File: config.mk
export PLATFORM = sky130hd
export DESIGN_NAME = riscv_multicycle_ctrl_flat
export DESIGN_NICKNAME = d
export VERILOG_FILES = /design/src/rtl/riscv_core_p.sv /design/src/rtl/riscv_multicycle_ctrl_if.sv /design/src/rtl/riscv_alu_decode.sv /design/src/rtl/riscv_multicycle_ctrl.sv /design/src/flat_wrapper.sv
export SDC_FILE = /design/constraint.sdc
export NUM_CORES = 1
export LEC_CHECK = 0
export ABC_AREA = 1
export CAP_MARGIN = 20
export CORE_MARGIN = 2
export CORE_UTILIZATION = 35
export DETAILED_ROUTE_END_ITERATION = 12
export MAX_ROUTING_LAYER = met4
export PLACE_DENSITY = 0.72
export SKIP_CTS_REPAIR_TIMING = 1
export SLEW_MARGIN = 20
export SYNTH_ARGS = -nofsm -noshare
export SYNTH_HDL_FRONTEND = slang
export SYNTH_SLANG_ARGS = --single-unit
File: constraint.sdc
create_clock -name clk -period 2.2 [get_ports clk]
set_clock_uncertainty 0.15 [all_clocks]
set_input_delay 0.44 -clock clk [delete_from_list [all_inputs] [get_ports clk]]
set_output_delay 0.44 -clock clk [all_outputs]
set_load 0.05 [all_outputs]
File: src/rtl/riscv_core_p.sv
// rtl/riscv_core_p.sv - shared RV32I encodings and multicycle controller enums
package riscv_core_p;

    typedef enum logic [6:0] {
        OPC_LOAD   = 7'b0000011,
        OPC_FENCE  = 7'b0001111,
        OPC_IMM    = 7'b0010011,
        OPC_AUIPC  = 7'b0010111,
        OPC_STORE  = 7'b0100011,
        OPC_OP     = 7'b0110011,
        OPC_LUI    = 7'b0110111,
        OPC_BRANCH = 7'b1100011,
        OPC_JALR   = 7'b1100111,
        OPC_JAL    = 7'b1101111,
        OPC_SYSTEM = 7'b1110011
    } OpCode;

    typedef enum logic [3:0] {
        ALU_ADD, ALU_SUB, ALU_SLL, ALU_SLT, ALU_SLTU,
        ALU_XOR, ALU_SRL, ALU_SRA, ALU_OR, ALU_AND
    } ALUOp;

    typedef struct packed {
        logic [6:0] funct7;
        logic [4:0] rs2;
        logic [4:0] rs1;
        logic [2:0] funct3;
        logic [4:0] rd;
        logic [6:0] opcode;
    } RType;

    typedef union packed {
        logic [31:0] raw;
        RType        r;
    } Instruction;

    typedef enum logic [2:0] {
        S_IDLE, S_FETCH, S_DECODE, S_EXECUTE, S_MEM, S_WRITEBACK, S_TRAP
    } CtrlState;

    typedef enum logic [1:0] {PC_PLUS4 = 2'd0, PC_TARGET = 2'd1, PC_ALU = 2'd2} PcSel;
    typedef enum logic [1:0] {WB_ALU = 2'd0, WB_MEM = 2'd1, WB_PC4 = 2'd2} WbSel;
    typedef enum logic [1:0] {A_RS1 = 2'd0, A_PC = 2'd1, A_ZERO = 2'd2} AluSrcA;
    typedef enum logic [1:0] {B_RS2 = 2'd0, B_IMM = 2'd1, B_FOUR = 2'd2} AluSrcB;

    // SYSTEM is deliberately absent: the controller treats it as a trap source.
    function automatic logic is_exec_opcode(input logic [6:0] opc);
        case (opc)
            OPC_LOAD, OPC_FENCE, OPC_IMM, OPC_AUIPC, OPC_STORE,
            OPC_OP, OPC_LUI, OPC_BRANCH, OPC_JALR, OPC_JAL: return 1'b1;
            default: return 1'b0;
        endcase
    endfunction

endpackage

File: src/rtl/riscv_multicycle_ctrl_if.sv
// rtl/riscv_multicycle_ctrl_if.sv - instruction/data memory request-acknowledge handshake
interface riscv_multicycle_ctrl_if;
    logic imem_req;
    logic imem_ack;
    logic dmem_req;
    logic dmem_we;
    logic dmem_ack;

    modport master (output imem_req, dmem_req, dmem_we, input imem_ack, dmem_ack);
    modport slave  (input imem_req, dmem_req, dmem_we, output imem_ack, dmem_ack);
endinterface

File: src/rtl/riscv_alu_decode.sv
// rtl/riscv_alu_decode.sv - combinational opcode/funct3/funct7[5] to ALU operation decode
module riscv_alu_decode
    import riscv_core_p::*;
(
    input  logic [6:0] opcode,
    input  logic [2:0] funct3,
    input  logic       funct7_b5,
    output ALUOp       alu_op
);

    always_comb begin
        alu_op = ALU_ADD;
        case (opcode)
            OPC_OP, OPC_IMM: begin
                case (funct3)
                    // ADDI has no subtract form; bit 30 there is immediate data.
                    3'b000: alu_op = (opcode == OPC_OP && funct7_b5) ? ALU_SUB : ALU_ADD;
                    3'b001: alu_op = ALU_SLL;
                    3'b010: alu_op = ALU_SLT;
                    3'b011: alu_op = ALU_SLTU;
                    3'b100: alu_op = ALU_XOR;
                    3'b101: alu_op = funct7_b5 ? ALU_SRA : ALU_SRL;
                    3'b110: alu_op = ALU_OR;
                    3'b111: alu_op = ALU_AND;
                endcase
            end
            OPC_BRANCH: begin
                case (funct3[2:1])
                    2'b00:   alu_op = ALU_SUB;
                    2'b10:   alu_op = ALU_SLT;
                    2'b11:   alu_op = ALU_SLTU;
                    default: alu_op = ALU_ADD;
                endcase
            end
            default: alu_op = ALU_ADD;
        endcase
    end

endmodule

File: src/rtl/riscv_multicycle_ctrl.sv
// rtl/riscv_multicycle_ctrl.sv - RV32I multicycle control FSM; RISCV_INSTRET_EN adds a retired-instruction counter
module riscv_multicycle_ctrl
    import riscv_core_p::*;
#(
    parameter int TIMEOUT_CYCLES = 255
) (
    input  logic                     clk,
    input  logic                     rst_n,
    input  logic [31:0]              instruction,
    input  logic                     branch_taken,
    riscv_multicycle_ctrl_if.master  mem,
    output logic                     ir_write,
    output logic                     pc_write,
    output logic                     reg_write,
    output logic [1:0]               pc_sel,
    output logic [3:0]               alu_op,
    output logic [1:0]               alu_src_a,
    output logic [1:0]               alu_src_b,
    output logic [1:0]               wb_sel,
    output logic                     fault
`ifdef RISCV_INSTRET_EN
    ,
    output logic [63:0]              instret
`endif
);

    localparam logic [7:0] WAIT_LIMIT = 8'(TIMEOUT_CYCLES - 1);

    CtrlState   state, state_next;
    logic [7:0] wait_cnt;
    Instruction ir;
    logic [6:0] opc;
    ALUOp       dec_op;
    logic       unused_ir;

    assign ir        = instruction;
    assign opc       = ir.r.opcode;
    assign unused_ir = ^{ir.r.funct7[6], ir.r.funct7[4:0], ir.r.rs2, ir.r.rs1, ir.r.rd};

    riscv_alu_decode u_alu_decode (
        .opcode   (opc),
        .funct3   (ir.r.funct3),
        .funct7_b5(ir.r.funct7[5]),
        .alu_op   (dec_op)
    );

    always_ff @(posedge clk) begin
        if (!rst_n) begin
            state    <= S_IDLE;
            wait_cnt <= '0;
        end else begin
            state <= state_next;
            // Any state change re-arms the counter, so FETCH/MEM always start from zero.
            if (state_next != state)
                wait_cnt <= '0;
            else if (state == S_FETCH || state == S_MEM)
                wait_cnt <= wait_cnt + 8'd1;
        end
    end

    always_comb begin
        state_next   = state;
        mem.imem_req = 1'b0;
        mem.dmem_req = 1'b0;
        mem.dmem_we  = 1'b0;
        ir_write     = 1'b0;
        pc_write     = 1'b0;
        reg_write    = 1'b0;
        pc_sel       = PC_PLUS4;
        wb_sel       = WB_ALU;
        alu_op       = ALU_ADD;
        alu_src_a    = A_RS1;
        alu_src_b    = B_RS2;
        fault        = 1'b0;

        if (state == S_EXECUTE || state == S_MEM || state == S_WRITEBACK) begin
            alu_op = dec_op;
            case (opc)
                OPC_IMM, OPC_LOAD, OPC_STORE, OPC_JALR: alu_src_b = B_IMM;
                OPC_LUI:   begin alu_src_a = A_ZERO; alu_src_b = B_IMM;  end
                OPC_AUIPC: begin alu_src_a = A_PC;   alu_src_b = B_IMM;  end
                OPC_JAL:   begin alu_src_a = A_PC;   alu_src_b = B_FOUR; end
                default: ;
            endcase
        end

        case (state)
            S_IDLE: state_next = S_FETCH;
            S_FETCH: begin
                mem.imem_req = 1'b1;
                if (mem.imem_ack) begin
                    ir_write   = 1'b1;
                    state_next = S_DECODE;
                end else if (wait_cnt == WAIT_LIMIT) begin
                    state_next = S_TRAP;
                end
            end
            S_DECODE: state_next = is_exec_opcode(opc) ? S_EXECUTE : S_TRAP;
            S_EXECUTE: begin
                case (opc)
                    OPC_OP, OPC_IMM, OPC_LUI, OPC_AUIPC, OPC_JAL, OPC_JALR:
                        state_next = S_WRITEBACK;
                    OPC_LOAD, OPC_STORE: state_next = S_MEM;
                    OPC_BRANCH: begin
                        pc_write   = 1'b1;
                        pc_sel     = branch_taken ? PC_TARGET : PC_PLUS4;
                        state_next = S_FETCH;
                    end
                    OPC_FENCE: begin
                        pc_write   = 1'b1;
                        state_next = S_FETCH;
                    end
                    default: state_next = S_TRAP;
                endcase
            end
            S_MEM: begin
                mem.dmem_req = 1'b1;
                mem.dmem_we  = (opc == OPC_STORE);
                if (mem.dmem_ack) begin
                    if (opc == OPC_STORE) begin
                        pc_write   = 1'b1;
                        state_next = S_FETCH;
                    end else begin
                        state_next = S_WRITEBACK;
                    end
                end else if (wait_cnt == WAIT_LIMIT) begin
                    state_next = S_TRAP;
                end
            end
            S_WRITEBACK: begin
                reg_write  = 1'b1;
                pc_write   = 1'b1;
                state_next = S_FETCH;
                case (opc)
                    OPC_LOAD: wb_sel = WB_MEM;
                    OPC_JAL:  begin wb_sel = WB_PC4; pc_sel = PC_TARGET; end
                    OPC_JALR: begin wb_sel = WB_PC4; pc_sel = PC_ALU;    end
                    default: ;
                endcase
            end
            S_TRAP:  fault = 1'b1;
            default: state_next = S_TRAP;
        endcase
    end

`ifdef RISCV_INSTRET_EN
    always_ff @(posedge clk) begin
        if (!rst_n)
            instret <= '0;
        else if (pc_write && state != S_TRAP)
            instret <= instret + 64'd1;
    end
`endif

endmodule
File: src/flat_wrapper.sv
// flat-port wrapper written by rule: the top's interface ports become plain ports
module riscv_multicycle_ctrl_flat import riscv_core_p::*;
#(
    parameter int TIMEOUT_CYCLES = 255
)
  (clk, rst_n, instruction, branch_taken, ir_write, pc_write, reg_write, pc_sel, alu_op, alu_src_a, alu_src_b, wb_sel, fault, mem_imem_req, mem_dmem_req, mem_dmem_we, mem_imem_ack, mem_dmem_ack);
  riscv_multicycle_ctrl_if mem_i ();
  input  logic clk;
  input  logic rst_n;
  input  logic [31:0] instruction;
  input  logic branch_taken;
  output logic ir_write;
  output logic pc_write;
  output logic reg_write;
  output logic [1:0] pc_sel;
  output logic [3:0] alu_op;
  output logic [1:0] alu_src_a;
  output logic [1:0] alu_src_b;
  output logic [1:0] wb_sel;
  output logic fault;
  output wire logic [$bits(mem_i.imem_req)-1:0] mem_imem_req;
  output wire logic [$bits(mem_i.dmem_req)-1:0] mem_dmem_req;
  output wire logic [$bits(mem_i.dmem_we)-1:0] mem_dmem_we;
  input wire logic [$bits(mem_i.imem_ack)-1:0] mem_imem_ack;
  input wire logic [$bits(mem_i.dmem_ack)-1:0] mem_dmem_ack;
  assign mem_imem_req = mem_i.imem_req;
  assign mem_dmem_req = mem_i.dmem_req;
  assign mem_dmem_we = mem_i.dmem_we;
  assign mem_i.imem_ack = mem_imem_ack;
  assign mem_i.dmem_ack = mem_dmem_ack;
  riscv_multicycle_ctrl #(.TIMEOUT_CYCLES(TIMEOUT_CYCLES)) u_core (.clk(clk), .rst_n(rst_n), .instruction(instruction), .branch_taken(branch_taken), .mem(mem_i), .ir_write(ir_write), .pc_write(pc_write), .reg_write(reg_write), .pc_sel(pc_sel), .alu_op(alu_op), .alu_src_a(alu_src_a), .alu_src_b(alu_src_b), .wb_sel(wb_sel), .fault(fault));
endmodule
==> summary.txt, run 1 <==
Clock network
  – Root buffer cell: clkbuf_4
  – H-tree depth: 1
  – CTS max path bufs: 2
  – CTS tree: yes
  – Clock sink count: 11
  – Clk slew on worst S/H paths: 0.06 ns
  – Clk Latency, worst-skew pair: 0.27 ns
  – CTS buffer count: 3

GRT
  – Largest net degree at the start of global routing: 9
  – GRT Overall Usage: 18.4%
  – GRT overflow: 0
  – Vias in the first global route: 1210
  – First-pass GRT wire length: 4.92 mm
  – Initial antenna violation count: 0

Timing
  – Unrepaired setup endpoints after global routing: yes
  – WHS: 0.402 ns
  – Final period utilization: 98.4%
  – Top achievable clock speed: 0.462 GHz
  – Rel. slew slack: 79.9%
  – Max Slew Vio Count: 0
  – # setup viols final: 0
  – Final worst path period need: 2.16 ns
  – Final WS setup: 0.0363 ns
  – Final hold vios: 0
  – Slew @ Worst Pin: 0.299 ns

Yosys
  – YS warnings: 0
  – Post-Synthesis Cells: 185
  – Mapped cell area: 0.00108 sq mm
  – Syn avg cell area: 5.85 sq um
  – Syn nets: 224
  – Count of cell types in the netlist: 25
  – Seq cells post-synth: 11
  – Sequential element share of the synthesized area: 20.3%

Setup path
  – Startpoint Class: input pin
  – R2r setup slk: 0.28 ns
  – R2R Path Start: u_core.wait_cnt[0]
  – CP Class: input pin to output pin
  – CP max stage cell: o31ai_4
  – R2R Path End: u_core.wait_cnt[2]
  – WP data required: 1.61 ns
  – Most frequent CP cell: nand2_4
  – Cell breakdown of the critical path: dlymetal6s2s_1 -> inv_2 -> nand2_2 -> nor2_4 -> nand2_4 -> inv_4 -> nand2_4 -> o31ai_4 -> buf_12
  – R2R cell count: 15
  – Crit. End Element: output pin
  – Worst-path fanout max: 3
  – CP Data Arrival Time: 1.57 ns
  – Crit path largest cell delay: 0.27 ns

Route
  – DRC violations left: 0
  – Vias: 1385
  – Post-DRT Antenna Nets: 0
  – Drt total wl: 3.34 mm
  – 1st-iter DRT viols: 37
  – Wire length per cell: 11.9 um
  – Drt via density: 4.93
  – Drt first pass iters: 4

Placed design
  – Final Wtd Congestion: 0.862
  – IO buf count: 34
  – Post-DP HPWL: 2.60 mm
  – Post-Place Setup Slack: -0.377 ns

Die
  – Row count: 20
  – DIE WIDTH: 59.6 um
  – Initial core utilization: 36.0%
  – Die H: 59.6 um
  – Area of the die: 0.00355 sq mm
  – Number of I/O pins: 56
  – Core box area: 0.00300 sq mm

Finish
  – Share of cells above drive strength 1: 41.1%
  – Nets: 288
  – Area Overhead vs Synth: 87.3%
  – Antenna Cells: 0

Job
  – Max Cap Viol: 0

Power and ir drop
  – Max rail drop VDD: 0.286 mV
  – Overall power: 1.39 mW
  – Power per cell area: 686 mW/mm^2
  – Lkg Pwr: 1.02 nW

Min path
  – Hold path depth: 2
  – Min-Delay Path Class: flop to flop
  – Worst hold path startpoint: u_core.wait_cnt[7]
  – Hold EP: u_core.wait_cnt[7]

Status
  – Status: finished, final reports clean
==> where the power goes <==
part / total (mW) / internal (mW) / switching [mW]
Sequential: 0.286 / 0.241 / 0.0455
Clock: 0.138 / 0.0703 / 0.0675
Combinational: 0.967 / 0.383 / 0.584
==> through the flow <==
stage               TNS, ns  cells  cell area, sq um  util, %
finish                    0    281              2030     67.5
global route        -0.0884    281              2030     67.5
CTS                   -3.27    281              1880     62.5
detailed placement    -5.46    277              1850     61.7
global placement      -4.95    277              1850     61.7
floorplan             -1.07    185              1090        -
==> per-layer routing <==
layer  track usage, %  routed length, um  up-vias
met5                -                  0        -
met2             30.8               1780       25
met1             23.7               1470      647
met4             2.86                  0        0
li1                 -                  -      713
met3             3.28                 86        0
==> area by class of cell <==
class | count | area [sq um]
multi-input combinational | 143 | 868
tap | 33 | 41.3
clock buffer | 4 | 26.3
inverter | 30 | 123
sequential | 11 | 226
timing repair buffer | 60 | 742
fill | 242 | 976
==> cell families (layout without fill, tap and decap cells) <==
logic type      after synthesis  in the layout  synth area share (%)
compound gates               22             22                  11.9
flops                        11             11                  20.3
buf+inv                      31             94                  11.1
simple gates                112            112                  48.7
fa+ha+maj                     2              2                  2.31
xor+xnor                      7              7                  5.66
==> Yosys cell counts, drive strengths merged <==
| master | n | share of area [%] |
|---|---|---|
| o31ai | 2 | 1.4 |
| dfxtp | 11 | 20 |
| nand3 | 13 | 6.9 |
| a31oi | 2 | 1.2 |
| o211ai | 3 | 2.1 |
| nand2 | 57 | 22 |
| inv | 30 | 10 |
| o21ai | 7 | 3.2 |
| nand4 | 3 | 1.7 |
| nor3 | 3 | 2.4 |
| a21oi | 7 | 3.2 |
| buf | 1 | 0.69 |
| o2111ai | 1 | 0.81 |
| nor2 | 36 | 15 |
| xnor2 | 3 | 2.4 |
| xor2 | 4 | 3.2 |
| ha | 2 | 2.3 |
==> registers in the layout, summed over array words and instances (netlist names) <==
name	flops
u_core.wait_cnt	8
u_core.state	3
==> how the worst max path moves through the flow <==
stage,from,end,slack (ns)
2_1_floorplan,u_core.state[2],alu_op[3],-0.32
3_3_place_gp,instruction[6],alu_op[1],-0.35
3_5_place_dp,instruction[0],alu_op[0],-0.38
4_1_cts,instruction[0],alu_op[0],-0.38
5_1_grt,instruction[4],alu_op[1],-0.04
6_report,instruction[3],alu_op[1],0.04
==> worst max-delay path, delay by kind of cell <==
| kind | cells | cell delay [ns] |
|---|---|---|
| AND/OR/NAND/NOR | 4 | 0.40 |
| buffers and inverters | 4 | 0.44 |
| AO/OA/AOI/OAI | 1 | 0.27 |
==> cells in the final DEF (no fill, tap or decap), types with 4 or more instances in the layout <==
cell type,count
nor2_2,10
buf_12,19
buf_4,25
nand2_2,5
nand2_1,45
clkdlybuf4s50_1,4
xor2_1,4
nand3_1,10
nor2_1,21
dfxtp_1,8
a21oi_1,5
inv_4,4
inv_2,7
inv_1,19
nand2_4,7
o21ai_0,4
dlymetal6s2s_1,9
nor2_4,5
(Power assumes the default switching activity.)
==> run 2: changes to the inputs <==
CTS_CLUSTER_DIAMETER = 30   (was not set)
GPL_ROUTABILITY_DRIVEN = 0   (was not set)
TNS_END_PERCENT = 5   (was not set)
==> run 2 against run 1 <==
Count of clock-buffer cells in the layout is 1 lower. The flow now finishes with violations (setup timing). Register-to-register slack hardly changed. Routed wire length is 14% higher. Largest power group unchanged. Highest routed layer is now met4. Die area stayed put. Setup slack worse by 0.053 ns.
==> summary.txt, run 2 (synthesized netlist as in run 1, its figures left out) <==
Placed design
  – Post-DP HPWL: 2.54 mm (-2.2%)
  – Post-Place Setup Slack: -0.345 ns (+0.0321 ns)
  – IO buf count: 34 (unchanged)

Route
  – 1st-iter DRT viols: 93 (+150%)
  – Drt total wl: 3.81 mm (+14%)
  – Drt via density: 4.98 (+1.1%)
  – Drt first pass iters: 4 (unchanged)
  – Post-DRT Antenna Nets: 0 (unchanged)
  – Wire length per cell: 13.3 um (+12%)
  – DRC violations left: 0 (unchanged)
  – Vias: 1430 (+3.2%)

Clock network
  – CTS buffer count: 3 (unchanged)
  – Clk Latency, worst-skew pair: 0.28 ns (about the same)
  – Clock sink count: 11 (unchanged)
  – CTS max path bufs: 2 (unchanged)
  – Root buffer cell: clkbuf_4
  – CTS tree: yes
  – H-tree depth: 1 (unchanged)
  – Clk slew on worst S/H paths: 0.07 ns (about the same)

Die
  – Area of the die: 0.00355 sq mm (unchanged)
  – Initial core utilization: 36.0% (unchanged)
  – DIE WIDTH: 59.6 um (unchanged)
  – Row count: 20 (unchanged)
  – Core box area: 0.00300 sq mm (unchanged)
  – Die H: 59.6 um (unchanged)
  – Number of I/O pins: 56 (unchanged)

Setup path
  – Crit path largest cell delay: 0.21 ns (-0.06 ns)
  – CP Data Arrival Time: 1.63 ns (+0.06 ns)
  – WP data required: 1.61 ns (about the same)
  – Critical path buffer and inverter count: 5 (+1)
  – Worst-path fanout max: 3 (unchanged)
  – Crit path max-delay family: buffers and inverters
  – CP max stage cell: nor2_1
  – Startpoint Class: input pin
  – Crit. End Element: output pin
  – Cell breakdown of the critical path: dlymetal6s2s_1 -> inv_1 -> nand2_2 -> nor2_4 -> buf_6 -> nand2_2 -> buf_4 -> nor2_1 -> buf_12
  – CP Class: input pin to output pin
  – Most frequent CP cell: nand2_2

Power and ir drop
  – Max rail drop VDD: 0.262 mV (-8.3%)
  – Lkg Pwr: 1.05 nW (+3.7%)
  – Power per cell area: 677 mW/mm^2 (-1.4%)
  – Overall power: 1.43 mW (+2.8%)

Timing
  – # setup viols final: 1 (+1)
  – Rel. slew slack: 79.1% (-0.87 points)
  – Unrepaired setup endpoints after global routing: yes
  – Slew @ Worst Pin: 0.312 ns (+0.0130 ns)
  – Max Slew Vio Count: 0 (unchanged)
  – Final hold vios: 0 (unchanged)
  – Top achievable clock speed: 0.451 GHz (-2.4%)
  – Final WS setup: -0.0167 ns (-0.0530 ns)
  – Final worst path period need: 2.22 ns (+0.0530 ns)
  – Final period utilization: 101% (+2.4 points)

Finish
  – Max reg flops: 8 (unchanged)
  – Most frequent cells in the layout: nand2_1, buf_4, inv_1, buf_12, nor2_1
  – Area Overhead vs Synth: 95.1%
  – Share of cells above drive strength 1: 46.9% (+5.7 points)
  – Commonest non-fill, non-tap cell in the layout: nand2_1
  – Fill cells: 215 (-11%)
  – Top Registers: u_core.wait_cnt (8), u_core.state (3)
  – Util after Layout: 70.3% (+2.8 points)
  – Nets: 294 (+2.1%)
  – Antenna Cells: 0 (unchanged)
  – Biggest register: u_core.wait_cnt

Job
  – Max Cap Viol: 0 (unchanged)

GRT
  – Grt met1 use: 23.6% (-0.10 points)
  – Vias in the first global route: 1163 (-3.9%)
  – GRT overflow: 0 (unchanged)
  – First-pass GRT wire length: 4.88 mm (-0.83%)
  – GRT Overall Usage: 18.1% (-0.31 points)
  – Largest net degree at the start of global routing: 9 (unchanged)
  – Initial antenna violation count: 0 (unchanged)
  – GRT met2 Usage: 29.8% (-0.94 points)
  – Most used routing layer: met2
  – Met3 GRT Util: 3.93% (+0.66 points)

Min path
  – Min-Delay Path Class: flop to flop

Status
  – Status: complete, but fails checks
  – Violated checks: setup timing
## run 2: cell types whose count changed in the layout (fill, tap and decap cells not counted), sizes merged
| cell | change |
|---|---|
| clkinv | +1 |
| clkbuf | -2 |
| dlymetal6s2s | +1 |
| buf | +6 |
## run 2: per-stage QoR
stage / instances / hold WS (ns) / instance area (sq um) / TNS, ns
4_1_cts: 283 / 0.399 / 1890 / -3.25
5_1_grt: 287 / 0.431 / 2110 / -0.267
6_report: 287 / 0.391 / 2110 / -0.0167
2_1_floorplan: 185 / 0.357 / 1090 / -1.36
3_3_place_gp: 279 / 0.374 / 1870 / -4.79
3_5_place_dp: 279 / 0.373 / 1870 / -5.52
## run 2: tightest hold or removal path: stages (launching register included)
cell and delay, ns:
dfxtp_1 0.35, xor2_1 0.08, nor2_2 0.08
## run 2: final cells by class
cell class / count / area [sq um] / area share, %
multi-input combinational: 143 / 902 / 42.7
timing repair buffer: 66 / 798 / 37.8
sequential: 11 / 225 / 10.7
inverter: 30 / 118 / 5.57
tap: 33 / 41.3 / 1.95
clock buffer: 3 / 22.5 / 1.07
clock inverter: 1 / 5.00 / 0.237
## run 2: report_power, final
group / internal [mW] / total, mW / switching, mW / leakage, nW
combinational: 0.399 / 1.01 / 0.615 / 0.946
clock: 0.0674 / 0.139 / 0.0720 / 0.0177
sequential: 0.239 / 0.276 / 0.0371 / 0.0904
## run 2: layer usage
| layer | share of wire, % | wire, um | vias up |
|---|---|---|---|
| met3 | 3.2 | 120 | 4 |
| met4 | 1.1 | 42 | 0 |
| met1 | 42 | 1610 | 664 |
| met5 | 0 | 0 | - |
| li1 | - | - | 726 |
| met2 | 53 | 2040 | 36 |
## run 2: final timing paths
kind | from | endpoint | slack, ns | cells past startpoint
worst max-delay path | instruction[2] | wb_sel[0] | -0.02 | 9
worst min-delay path | u_core.wait_cnt[7] | u_core.wait_cnt[7] | 0.39 | 2
worst max register to register | u_core.wait_cnt[0] | u_core.wait_cnt[5] | 0.27 | 15
worst min register to register | u_core.wait_cnt[7] | u_core.wait_cnt[7] | 0.39 | 2
